<file path="src/rtl/fp_pkg.sv">
// fp_pkg: state encoding and shared constants for the floating-point adder
// arbiter. ZERO and NAN are stored 64 bits wide; users narrow them to their
// operand width. For 32-bit operands, nanFor() gives 0x7FFFFFFF.
package fp_pkg;

  typedef enum logic [1:0] {
    IDLE  = 2'd0,
    ISSUE = 2'd1,
    WAIT  = 2'd2
  } arbState_e;

  localparam int          TIMEOUT_LIMIT = 255;
  localparam logic [63:0] ZERO          = 64'h0000_0000_0000_0000;
  localparam logic [63:0] NAN           = 64'h7FFF_FFFF_FFFF_FFFF;

  // Positive quiet NaN with every exponent and mantissa bit set, sized to precision
  function automatic logic [63:0] nanFor(input int precision);
    return NAN >> (64 - precision);
  endfunction

endpackage

</file>
<file path="src/rtl/fp_resource_arbiter_rr_pick2.sv">
// rr_pick2: combinational two-way round-robin pick. The pointer names the
// requester served last, so the other one wins a tie.
module rr_pick2 (
  input  logic [1:0] Req,
  input  logic       pointer,
  output logic [1:0] grant
);

  // A single request always wins; a tie goes to the requester not served last
  always_comb begin
    grant = 2'b00;
    case (Req)
      2'b01:   grant = 2'b01;
      2'b10:   grant = 2'b10;
      2'b11:   grant = pointer ? 2'b01 : 2'b10;
      default: grant = 2'b00;
    endcase
  end

endmodule

</file>
<file path="src/rtl/fp_resource_arbiter.sv">
// fp_resource_arbiter: shares one external FP add/sub unit between two
// requesters. The flow is IDLE (grant and latch operands), ISSUE (start the
// adder), then WAIT (collect the result). Every output is registered.
// Optional build macro: FP_ARB_TIMEOUT_EN. It adds an 8-bit WAIT watchdog.
// If the watchdog expires, the job completes with a NaN result.
module fp_resource_arbiter
  import fp_pkg::*;
#(
  parameter int PRECISION = 32
) (
  input  logic                   Clk,
  input  logic                   Reset_n,
  input  logic [1:0]             Req,
  input  logic [2*PRECISION-1:0] ReqA,
  input  logic [2*PRECISION-1:0] ReqB,
  input  logic [1:0]             ReqOp,
  output logic [1:0]             Gnt,
  output logic [1:0]             Done,
  output logic [PRECISION-1:0]   Result,
  output logic                   Busy,
  output logic [PRECISION-1:0]   toAddA,
  output logic [PRECISION-1:0]   toAddB,
  output logic                   toAddOp,
  output logic                   toAddLoad,
  input  logic                   fromAddValid,
  input  logic [PRECISION-1:0]   fromAddOut
);

  arbState_e              state_q, state_d;
  logic                   ptr_q, ptr_d;
  logic                   owner_q, owner_d;
  logic [1:0]             gnt_q, gnt_d;
  logic [1:0]             done_q, done_d;
  logic [PRECISION-1:0]   result_q, result_d;
  logic                   busy_q, busy_d;
  logic [PRECISION-1:0]   addA_q, addA_d;
  logic [PRECISION-1:0]   addB_q, addB_d;
  logic                   addOp_q, addOp_d;
  logic                   load_q, load_d;
  logic [1:0]             pickGnt;
  logic                   jobEnd;
  logic [PRECISION-1:0]   endValue;

  rr_pick2 uPick (
    .Req     (Req),
    .pointer (ptr_q),
    .grant   (pickGnt)
  );

`ifdef FP_ARB_TIMEOUT_EN
  localparam logic [63:0] NanWide = nanFor(PRECISION);

  logic [7:0] cnt_q, cnt_d;
  logic       timeoutHit;

  assign timeoutHit = (state_q == WAIT) && (cnt_q == 8'(TIMEOUT_LIMIT));
  assign jobEnd     = fromAddValid || timeoutHit;
  assign endValue   = fromAddValid ? fromAddOut : NanWide[PRECISION-1:0];

  // The watchdog counts WAIT cycles and restarts from zero for every job
  always_comb begin
    cnt_d = (state_q == WAIT) ? cnt_q + 8'd1 : 8'd0;
  end

  // Watchdog counter register
  always_ff @(posedge Clk or negedge Reset_n) begin
    if (!Reset_n) cnt_q <= 8'd0;
    else          cnt_q <= cnt_d;
  end
`else
  assign jobEnd   = fromAddValid;
  assign endValue = fromAddOut;
`endif

  // State register
  always_ff @(posedge Clk or negedge Reset_n) begin
    if (!Reset_n) state_q <= IDLE;
    else          state_q <= state_d;
  end

  // Next state: accept any request, issue for one cycle, then wait for completion
  always_comb begin
    state_d = state_q;
    case (state_q)
      IDLE:    if (Req != 2'b00) state_d = ISSUE;
      ISSUE:   state_d = WAIT;
      WAIT:    if (jobEnd) state_d = IDLE;
      default: state_d = IDLE;
    endcase
  end

  // Output next-values: grant and latch in IDLE, start pulse from ISSUE, retire in WAIT
  always_comb begin
    gnt_d    = 2'b00;
    done_d   = 2'b00;
    load_d   = 1'b0;
    result_d = result_q;
    addA_d   = addA_q;
    addB_d   = addB_q;
    addOp_d  = addOp_q;
    ptr_d    = ptr_q;
    owner_d  = owner_q;
    busy_d   = (state_d != IDLE);
    case (state_q)
      IDLE: begin
        if (Req != 2'b00) begin
          gnt_d   = pickGnt;
          owner_d = pickGnt[1];
          addA_d  = pickGnt[1] ? ReqA[PRECISION +: PRECISION] : ReqA[0 +: PRECISION];
          addB_d  = pickGnt[1] ? ReqB[PRECISION +: PRECISION] : ReqB[0 +: PRECISION];
          addOp_d = pickGnt[1] ? ReqOp[1] : ReqOp[0];
        end
      end
      ISSUE: load_d = 1'b1;
      WAIT: begin
        if (jobEnd) begin
          result_d = endValue;
          done_d   = owner_q ? 2'b10 : 2'b01;
          addA_d   = ZERO[PRECISION-1:0];
          addB_d   = ZERO[PRECISION-1:0];
          addOp_d  = 1'b0;
          ptr_d    = owner_q;
        end
      end
      default: ;
    endcase
  end

  // Output registers. After reset, the pointer names requester 1 as last served,
  // so requester 0 wins the first tie.
  always_ff @(posedge Clk or negedge Reset_n) begin
    if (!Reset_n) begin
      ptr_q    <= 1'b1;
      owner_q  <= 1'b0;
      gnt_q    <= 2'b00;
      done_q   <= 2'b00;
      result_q <= ZERO[PRECISION-1:0];
      busy_q   <= 1'b0;
      addA_q   <= ZERO[PRECISION-1:0];
      addB_q   <= ZERO[PRECISION-1:0];
      addOp_q  <= 1'b0;
      load_q   <= 1'b0;
    end else begin
      ptr_q    <= ptr_d;
      owner_q  <= owner_d;
      gnt_q    <= gnt_d;
      done_q   <= done_d;
      result_q <= result_d;
      busy_q   <= busy_d;
      addA_q   <= addA_d;
      addB_q   <= addB_d;
      addOp_q  <= addOp_d;
      load_q   <= load_d;
    end
  end

  assign Gnt       = gnt_q;
  assign Done      = done_q;
  assign Result    = result_q;
  assign Busy      = busy_q;
  assign toAddA    = addA_q;
  assign toAddB    = addB_q;
  assign toAddOp   = addOp_q;
  assign toAddLoad = load_q;

endmodule

</file>
<file path="config.mk">
export PLATFORM = sky130hd
export DESIGN_NAME = fp_resource_arbiter
export DESIGN_NICKNAME = d
export VERILOG_FILES = /design/src/rtl/fp_pkg.sv /design/src/rtl/fp_resource_arbiter_rr_pick2.sv /design/src/rtl/fp_resource_arbiter.sv
export SDC_FILE = /design/constraint.sdc
export NUM_CORES = 1
export LEC_CHECK = 0
export CAP_MARGIN = 15
export CORE_UTILIZATION = 36
export CTS_CLUSTER_DIAMETER = 200
export DETAILED_ROUTE_END_ITERATION = 8
export PLACE_DENSITY = 0.89
export SYNTH_ARGS = -nofsm -noshare
export SYNTH_HDL_FRONTEND = slang
export SYNTH_SLANG_ARGS = --single-unit
</file>
<file path="constraint.sdc">
create_clock -name Clk -period 1.51 [get_ports Clk]
set_clock_uncertainty 0.05 [all_clocks]
set_input_delay 0.302 -clock Clk [delete_from_list [all_inputs] [get_ports Clk]]
set_output_delay 0.302 -clock Clk [all_outputs]
set_load 0.03 [all_outputs]
</file>
==> results of run 1 <==
## cells by family (layout without fill, tap and decap cells)
family,Yosys count,in the layout
AND/OR/NAND/NOR,77,77
flip-flops,107,107
buffers and inverters,106,386
multiplexers,33,33
AO/OA/AOI/OAI,136,136
## state kept, by name (all words and copies together), names as in the netlist
name and cells:
toAddA 32, owner_q 1, ptr_q 1, Result 32, toAddB 32, toAddOp 1
state_q 2, Done 2, Busy 1, Gnt 2, toAddLoad 1
## repair_timing
item	in CTS	in global routing
resized for setup	106	22
endpoints found under the hold margin	14	0
setup buffers	0	1
setup endpoints to repair	128	54
pin swaps	1	0
gates cloned	1	0
hold buffers	1	0
## power by group
| group | internal (mW) | switching [mW] |
|---|---|---|
| sequential | 4.24 | 0.691 |
| combinational | 4.04 | 5.72 |
| clock | 1.51 | 1.07 |
## worst max-delay path, delay by kind of cell, from the launching register on
| family | cells | cell delay, ns |
|---|---|---|
| DFF | 1 | 0.37 |
| and+or+nand+nor | 1 | 0.06 |
| AOI/OAI and AO/OA | 2 | 0.44 |
| buffers and inverters | 2 | 0.49 |
## per-layer routing
metal  up-vias  track usage, %  part of all wire (%)
met5         -               0                     0
met2       186           38.14                    51
li1       2146               -                     -
met1      2279           26.12                    40
met4         0           8.719                   2.3
met3        25           4.840                   7.3
## final cells by class
class | count | area share (%)
clock buffers | 11 | 2.832
clock inverters | 5 | 0.9780
inverters | 67 | 2.934
multi-input cells | 246 | 23.56
flip-flops and latches | 107 | 31.25
well taps | 180 | 2.627
repair buffers | 303 | 35.82
## cell usage after synthesis
| cell type | n |
|---|---|
| nor3b_1 | 1 |
| buf_2 | 17 |
| clkbuf_1 | 7 |
| a21oi_1 | 67 |
| o21bai_1 | 1 |
| a21o_1 | 1 |
| buf_6 | 4 |
| nor2_1 | 69 |
| o21ai_2 | 1 |
| inv_1 | 66 |
| buf_4 | 11 |
| o32ai_2 | 42 |
| inv_2 | 1 |
| or2_1 | 1 |
| mux2_1 | 33 |
| dfrtp_1 | 106 |
| nand2b_2 | 1 |
| nor2b_1 | 1 |
| nand2_1 | 2 |
| nand2b_1 | 1 |
| o32ai_1 | 23 |
| nand3b_4 | 1 |
| a21boi_2 | 1 |
| dfstp_2 | 1 |
## path summary, 6_finish.rpt
kind | start | to | slack, ns | depth (start not counted)
max | ptr_q$_DFFE_PN1P_ | toAddA[5]$_DFFE_PN0P_ | -0.009 | 5
min in group Clk | owner_q$_DFFE_PN0P_ | Done[0]$_DFF_PN0_ | 0.40 | 1
max reg2reg | ptr_q$_DFFE_PN1P_ | toAddA[5]$_DFFE_PN0P_ | -0.009 | 5
min | Reset_n | Result[15]$_DFFE_PN0P_ | 0.34 | 2
min reg2reg | owner_q$_DFFE_PN0P_ | Done[0]$_DFF_PN0_ | 0.40 | 1
max in group asynchronous | Reset_n | Result[21]$_DFFE_PN0P_ | 0.53 | 3
## per-stage QoR
step	hold WS (ns)	power [mW]	worst slack (ns)	setup TNS, ns	cells
2_1_floorplan	-0.04359	10.93	0.03962	0	459
3_3_place_gp	0.1384	15.29	-0.3855	-27.37	900
3_5_place_dp	0.1409	15.51	-0.4896	-31.22	900
4_1_cts	0.3109	17.27	0.0007927	0	918
5_1_grt	0.3371	18.18	-0.07220	-0.7279	919
6_report	0.3382	17.26	-0.008677	-0.01521	919
==> metrics.csv, run 1 <==
metric,value,unit
multi-input combinational cell area,0.002019,mm2
CORE AREA,0.01388,mm2
GP Congestion,0.7488,
Synth Area in Adders,0,%
Crit Path Max Fanout,20,
proportion of synthesized area in mux cells,7.262,%
Clock Tree Root,clkbuf_16,
Synth Area in Compound Gates,24.52,%
Sinks on Clock Net,107,
post-synthesis cell count,459,
TritonCTS clock tree,done,
most frequent cells in the layout,"clkdlybuf4s50_1, dfrtp_1, dlygate4sd2_1, nor2_1",
drt wl/cell,17.28,um
status,"complete, but fails checks",
fin crit share,100.6,%
Max Clock Freq,658.5,MHz
Die Y-Extent,121.2,um
"IR drop worst, VDD",0.8781,mV
total gr overflow,0,
I/O pins,270,
vias in the first global route,4798,
design area,0.008572,mm2
# fillers,1142,
"commonest non-fill, non-tap cell in the layout",clkdlybuf4s50_1,
largest net degree at the start of global routing,45,
worst setup margin,-0.008677,ns
Worst setup SP type,flop,
nets,901,
ANT cells,0,
sequential share of the synthesized area,52.35,%
Power Density,2014,mW/mm2
clk_lat worst skew,0.34,ns
GRT Total Usage,21.91,%
first-pass GRT wire length,24.89,mm
critical path class,flop to flop,
"critical path, cell by cell","buf_4, a21boi_4, bufbuf_16, nor2_1, o32ai_2",
"area leader, netlist",dfrtp_1,
WP data required,1.71,ns
max_cap viols,0,
failing checks,setup timing,
DRC viols,0,
Synth-to-Final Area Change,67.51,%
fin. max-slew vios,0,
XOR/XNOR Fraction of Synth Area,0,%
clock period minus final worst setup slack,1.519,ns
Seq cells post-synth,107,
register area,0.002679,mm2
Critical Path AT,1.72,ns
Post-Synth Simple-Gate Area,6.284,%
RSZ-0062 raised after global routing,true,
"Clk pin slew, worst setup/hold paths",0.07,ns
YS warnings,0,
cts bufs inserted,9,
initial antenna violation count,0,
"Largest stage delay, worst path",0.37,ns
remaining antenna violation count,0,
clock buffer depth,2,
Site Rows,43,
vias per inst,5.045,
total die area,0.01470,mm2
area post-placement,0.008255,mm2
Final Hold Fails,0,
main combinational cell family by area after synthesis,compound AO/OA/AOI/OAI gates,
share of cells above drive strength 1,14.61,%
mean post-synth cell area,11.15,um2
worst hold path class,primary input to async pin,
Crit-path slowest cell,dfstp_2,
Starting Density,36.87,%
TritonRoute pass-1 iters,6,
Iteration-0 DRC Markers,261,
worst slew pin tran,0.3565,ns
H-tree Lvls,3,
Slew Limit Headroom,76.33,%
dominant cells by area after synthesis,"dfrtp_1, o32ai_2, mux2_1",
port bufs,269,
CP endpoint kind,flop,
final setup vio count,3,
synthesized area,0.005117,mm2
WL final,15.88,mm
syn_nets,626,
P_leak,3.874,nW
vias,4636,
fin util,61.75,%
synth unique cells,24,
hpwl dp,11.50,mm
Die Wd,121.2,um
Synth top area share,51.83,%
Power figures use the tool's default switching activity.
==> run 2, diff against run 1 <==
Settings changed: SETUP_SLACK_MARGIN set to 0.05.
==> run 2 against run 1 <==
Worst hold slack improved by 0.033 ns. The run now ends clean. Die area did not move. First-iteration DRC count shrank 26%. Global-route usage down 0.57 points. Register-to-register slack improved by 0.04 ns. Largest cell class unchanged. Count of clock-buffer cells in the layout decreased by 1.
==> metrics.csv, run 2 (synthesis gave the netlist of run 1 again) <==
metric,value,unit
ANT cells,0,
TritonRoute pass-1 iters,4,
largest net degree at the start of global routing,46,
"Clk pin slew, worst setup/hold paths",0.07,ns
initial antenna violation count,0,
status,"finished, final reports clean",
RSZ-0062 raised after global routing,true,
fin. max-slew vios,0,
Critical Path AT,1.67,ns
drt wl/cell,18.15,um
I/O pins,270,
Worst setup SP type,flop,
Max Clock Freq,674.3,MHz
clock period minus final worst setup slack,1.483,ns
Die Wd,121.2,um
WL final,16.70,mm
total gr overflow,0,
CORE AREA,0.01388,mm2
Sinks on Clock Net,107,
vias in the first global route,4926,
Critical path buffers and inverters,1,
setup tns final,0,ns
max_cap viols,0,
"critical path, cell by cell","nand2b_4, buf_12, a21oi_1, o32ai_2",
"Largest stage delay, worst path",0.54,ns
cell family with most CP delay,flip-flops,
vias,4698,
DRC viols,0,
port bufs,269,
share of cells above drive strength 1,25.27,%
WP data required,1.70,ns
Slew Limit Headroom,73.55,%
"IR drop worst, VDD",0.9681,mV
clock buffer depth,2,
vias per inst,5.107,
Synth-to-Final Area Change,65.33,%
worst slew pin tran,0.3968,ns
total power draw,17.07,mW
# fillers,1121,
GP Congestion,0.7198,
Starting Density,36.87,%
worst hold path class,primary input to flop,
most frequent cells in the layout,"clkdlybuf4s50_1, dfrtp_1, inv_1, a21oi_1, nor2_1",
Clock Tree Root,clkbuf_16,
P_leak,3.742,nW
cts bufs inserted,9,
Iteration-0 DRC Markers,194,
Crit-path slowest cell,dfstp_2,
total die area,0.01470,mm2
first-pass GRT wire length,24.43,mm
critical path class,flop to flop,
Final Hold Fails,0,
fin crit share,98.21,%
TritonCTS clock tree,done,
GRT Total Usage,21.34,%
clk_lat worst skew,0.34,ns
CP endpoint kind,flop,
H-tree Lvls,3,
Crit Path Max Fanout,19,
remaining antenna violation count,0,
nets,902,
Power Density,2018,mW/mm2
Die Y-Extent,121.2,um
final setup vio count,0,
"commonest non-fill, non-tap cell in the layout",clkdlybuf4s50_1,
hpwl dp,11.34,mm
Site Rows,43,
-- run 2: power by group --
group	switching (mW)	internal [mW]	total, mW
Combinational	5.79	4.01	9.80
Clock	1.12	1.14	2.26
Sequential	0.771	4.24	5.01
Total	7.68	9.39	17.1
-- run 2: final cells by class --
cell class | count | area [um2] | area share (%)
Timing Repair Buffer | 304 | 2987 | 35.30
Clock buffer | 10 | 229.0 | 2.706
Sequential cell | 107 | 2679 | 31.66
Tap cell | 180 | 225.2 | 2.662
Inverter | 67 | 251.5 | 2.972
Clock inverter | 6 | 50.05 | 0.5915
Multi-Input combinational cell | 246 | 2039 | 24.11
-- run 2: tightest hold or removal path, cell delays in order --
cell and delay, ns:
buf_2 0.11, buf_4 0.22, a21oi_1 0.09
-- run 2: worst paths after layout --
check                               startpoint                     end  slack, ns  cells after the start
max                          ptr_q$_DFFE_PN1P_  toAddA[17]$_DFFE_PN0P_       0.03                      4
min                                     Req[0]        Gnt[1]$_DFF_PN0_       0.37                      3
max reg2reg                  ptr_q$_DFFE_PN1P_  toAddA[17]$_DFFE_PN0P_       0.03                      4
min reg2reg                owner_q$_DFFE_PN0P_       Done[0]$_DFF_PN0_       0.41                      1
max in group asynchronous              Reset_n  toAddB[17]$_DFFE_PN0P_       0.43                      3
min in group asynchronous              Reset_n  Result[29]$_DFFE_PN0P_       0.39                      2
-- run 2: stage by stage --
step           worst slack, ns  instances  utilization (%)  instance area [um2]  hold slack (ns)
6_report               0.02702        920            60.95                 8461           0.3716
5_1_grt               -0.01786        920            60.95                 8461           0.3802
4_1_cts                0.04524        910            61.02                 8471           0.3584
3_5_place_dp           -0.4440        893            58.95                 8183           0.2079
3_3_place_gp           -0.3634        893            58.95                 8183           0.2002
2_1_floorplan          0.07562        459                -                 5119         -0.04359
-- run 2: routing by layer --
layer  wire length (um)  vias up  global-route usage, %  part of all wire, %
met2               8379      212                  37.36                   50
met4                440        0                  9.414                  2.6
li1                   -     2155                      -                    -
met5                  0        -                      0                    0
met3               1149       33                  4.182                  6.9
met1               6731     2298                  25.27                   40
-- run 2: repair_timing --
action	CTS	global route
endpoints found under the hold margin	25	0
resized for setup	204	94
gates cloned	0	7
hold buffers	1	0
pin swaps	0	9
setup buffers	0	3
endpoints found under the setup margin	168	134
==> run 3, diff against run 2 <==
Settings changed: CELL_PAD_IN_SITES_DETAIL_PLACEMENT set to 1, CELL_PAD_IN_SITES_GLOBAL_PLACEMENT set to 1, CORE_UTILIZATION 36 to 26, PLACE_DENSITY 0.89 to 0.74.
==> run 3 against run 2 <==
The flow now finishes with violations (setup timing). First-iteration DRC count is 22% lower. Die area is 38% higher. Combinational power up 19%. Non-clock buffer count rose by 19. Register-to-register slack got worse by 0.08 ns. Flip-flop and latch count unchanged. Critical path depth increased by 1. Worst setup slack worse by 0.084 ns.
==> metrics.csv, run 3 (synthesis gave the netlist of run 1 again) <==
metric,value,unit
P_leak,4.011,nW
WP data required,1.71,ns
Die Y-Extent,142.3,um
Critical Path AT,1.77,ns
Net Sw Frac,43.88,%
largest net degree at the start of global routing,59,
total die area,0.02025,mm2
worst slew pin tran,0.3284,ns
CORE AREA,0.01902,mm2
Critical Path End,toAddA[16]$_DFFE_PN0P_,
vias per inst,4.789,
clk_lat worst skew,0.36,ns
Iteration-0 DRC Markers,151,
RR Startpoint,ptr_q$_DFFE_PN1P_,
post-route insts no fill,1019,
"IR drop worst, VDD",0.9009,mV
share of cells above drive strength 1,35.18,%
H-tree Lvls,3,
initial antenna violation count,0,
I/O pins,270,
fin util,49.99,%
status,"complete, but fails checks",
most frequent cells in the layout,"clkdlybuf4s50_1, dfrtp_1, clkdlybuf4s15_2, inv_1, o32ai_2",
Starting Density,26.91,%
Die Wd,142.3,um
CP endpoint kind,flop,
DRC viols,0,
nets,921,
GP Congestion,0.8355,
total gr overflow,0,
Max Clock Freq,638.1,MHz
critical path class,flop to flop,
max_cap viols,0,
clock power share,13.1,%
worst r2r dst,toAddA[16]$_DFFE_PN0P_,
Sinks on Clock Net,107,
clock buffer depth,2,
Power Density,2025,mW/mm2
design area,0.009507,mm2
clock period minus final worst setup slack,1.567,ns
Synth-to-Final Area Change,85.77,%
drt wl/cell,21.35,um
switching power total,8.449,mW
worst hold path class,primary input to async pin,
Worst setup SP type,flop,
WL final,21.75,mm
fin. max-slew vios,0,
failing checks,setup timing,
remaining antenna violation count,0,
area post-placement,0.008283,mm2
worst setup margin,-0.05709,ns
worst-case hold slack,0.2557,ns
TritonCTS clock tree,done,
register-to-register setup slack,-0.06,ns
"Clk pin slew, worst setup/hold paths",0.08,ns
vias,4880,
Worst setup startpoint,ptr_q$_DFFE_PN1P_,
placed instance count,975,
cts bufs inserted,9,
"commonest non-fill, non-tap cell in the layout",clkdlybuf4s50_1,
Final Hold Fails,0,
port bufs,269,
RSZ-0062 raised after global routing,true,
final setup vio count,2,
vias in the first global route,5384,
Logic pwr share,60.6,%
Slew Limit Headroom,78.11,%
first-pass GRT wire length,30.05,mm
Clock Tree Root,clkbuf_16,
ANT cells,0,
internal cell power,10.81,mW
GRT Total Usage,19.51,%
R2R depth,5,
TritonRoute pass-1 iters,4,
fin crit share,103.8,%
Crit Path Max Fanout,13,
Site Rows,50,
Seq pwr share,26.3,%
hpwl dp,14.03,mm
run 3: cell count changes in the layout (fill, tap and decap cells not counted), moves of 5 or more:
cell,previous run,this run
clkdlybuf4s15_2,17,82
clkbuf_2,58,17
clkdlybuf4s15_1,28,3
a21oi_1,66,51
a21oi_2,0,15
nor2_4,0,13
nor2_1,63,51
clkbuf_16,14,22
buf_16,0,5
o32ai_1,17,12
o32ai_2,48,53
run 3: area by class of cell:
cell class / instances / area [um2]
Sequential cell: 107 / 2679
Fill cell: 2012 / 9512
Timing Repair Buffer: 323 / 3700
Inverter: 67 / 251.5
Tap cell: 260 / 325.3
Clock inverter: 7 / 82.58
Clock buffer: 9 / 225.2
Multi-Input combinational cell: 246 / 2243
run 3: how the worst min path moves through the flow:
stage | start | end | slack [ns]
after floorplan | Reset_n | Busy$_DFF_PN0_ | -0.04
after global placement | Reset_n | toAddA[20]$_DFFE_PN0P_ | 0.09
after detailed placement | Reset_n | toAddA[20]$_DFFE_PN0P_ | 0.09
after CTS | Reset_n | toAddA[20]$_DFFE_PN0P_ | 0.25
after global routing | Reset_n | toAddA[29]$_DFFE_PN0P_ | 0.27
final | Reset_n | toAddA[20]$_DFFE_PN0P_ | 0.26
run 3: critical path: stages, from the launching register on:
cell and delay (ns):
dfstp_2 0.55, nand2b_4 0.19, buf_12 0.14, buf_16 0.14, a21oi_1 0.10, o32ai_2 0.30
run 3: stage by stage:
| step | setup slack (ns) | setup TNS (ns) | power, mW |
|---|---|---|---|
| final | -0.05709 | -0.08479 | 19.26 |
| after global routing | -0.1331 | -0.8846 | 20.16 |
| after CTS | -0.006709 | -0.009980 | 18.10 |
| after global placement | -0.3269 | -24.59 | 15.12 |
| after detailed placement | -0.3863 | -28.44 | 15.50 |
| after floorplan | 0.07562 | 0 | 10.93 |
run 3: power by group through the flow:
stage	Sequential, mW	Combinational [mW]	Clock (mW)
5_1_grt	5.24	12.2	2.71
4_1_cts	5.05	10.4	2.61
3_5_place_dp	5.07	10.4	0
3_3_place_gp	4.97	10.1	0
6_report	5.07	11.7	2.53
2_1_floorplan	7.53	3.40	0
run 3: timing repair:
item,CTS,global route
pin swaps,8,30
resized for setup,298,84
hold endpoints to repair,85,0
hold buffers,1,0
cloned,3,15
setup buffers,1,8
setup endpoints to repair,149,89
run 3: metal layers:
layer	up-vias	GRT usage [%]	routed length (um)
met5	-	0	0
met4	0	8.149	639
met3	41	4.206	1251
met2	179	35.22	11200
met1	2472	22.17	8657
li1	2188	-	-
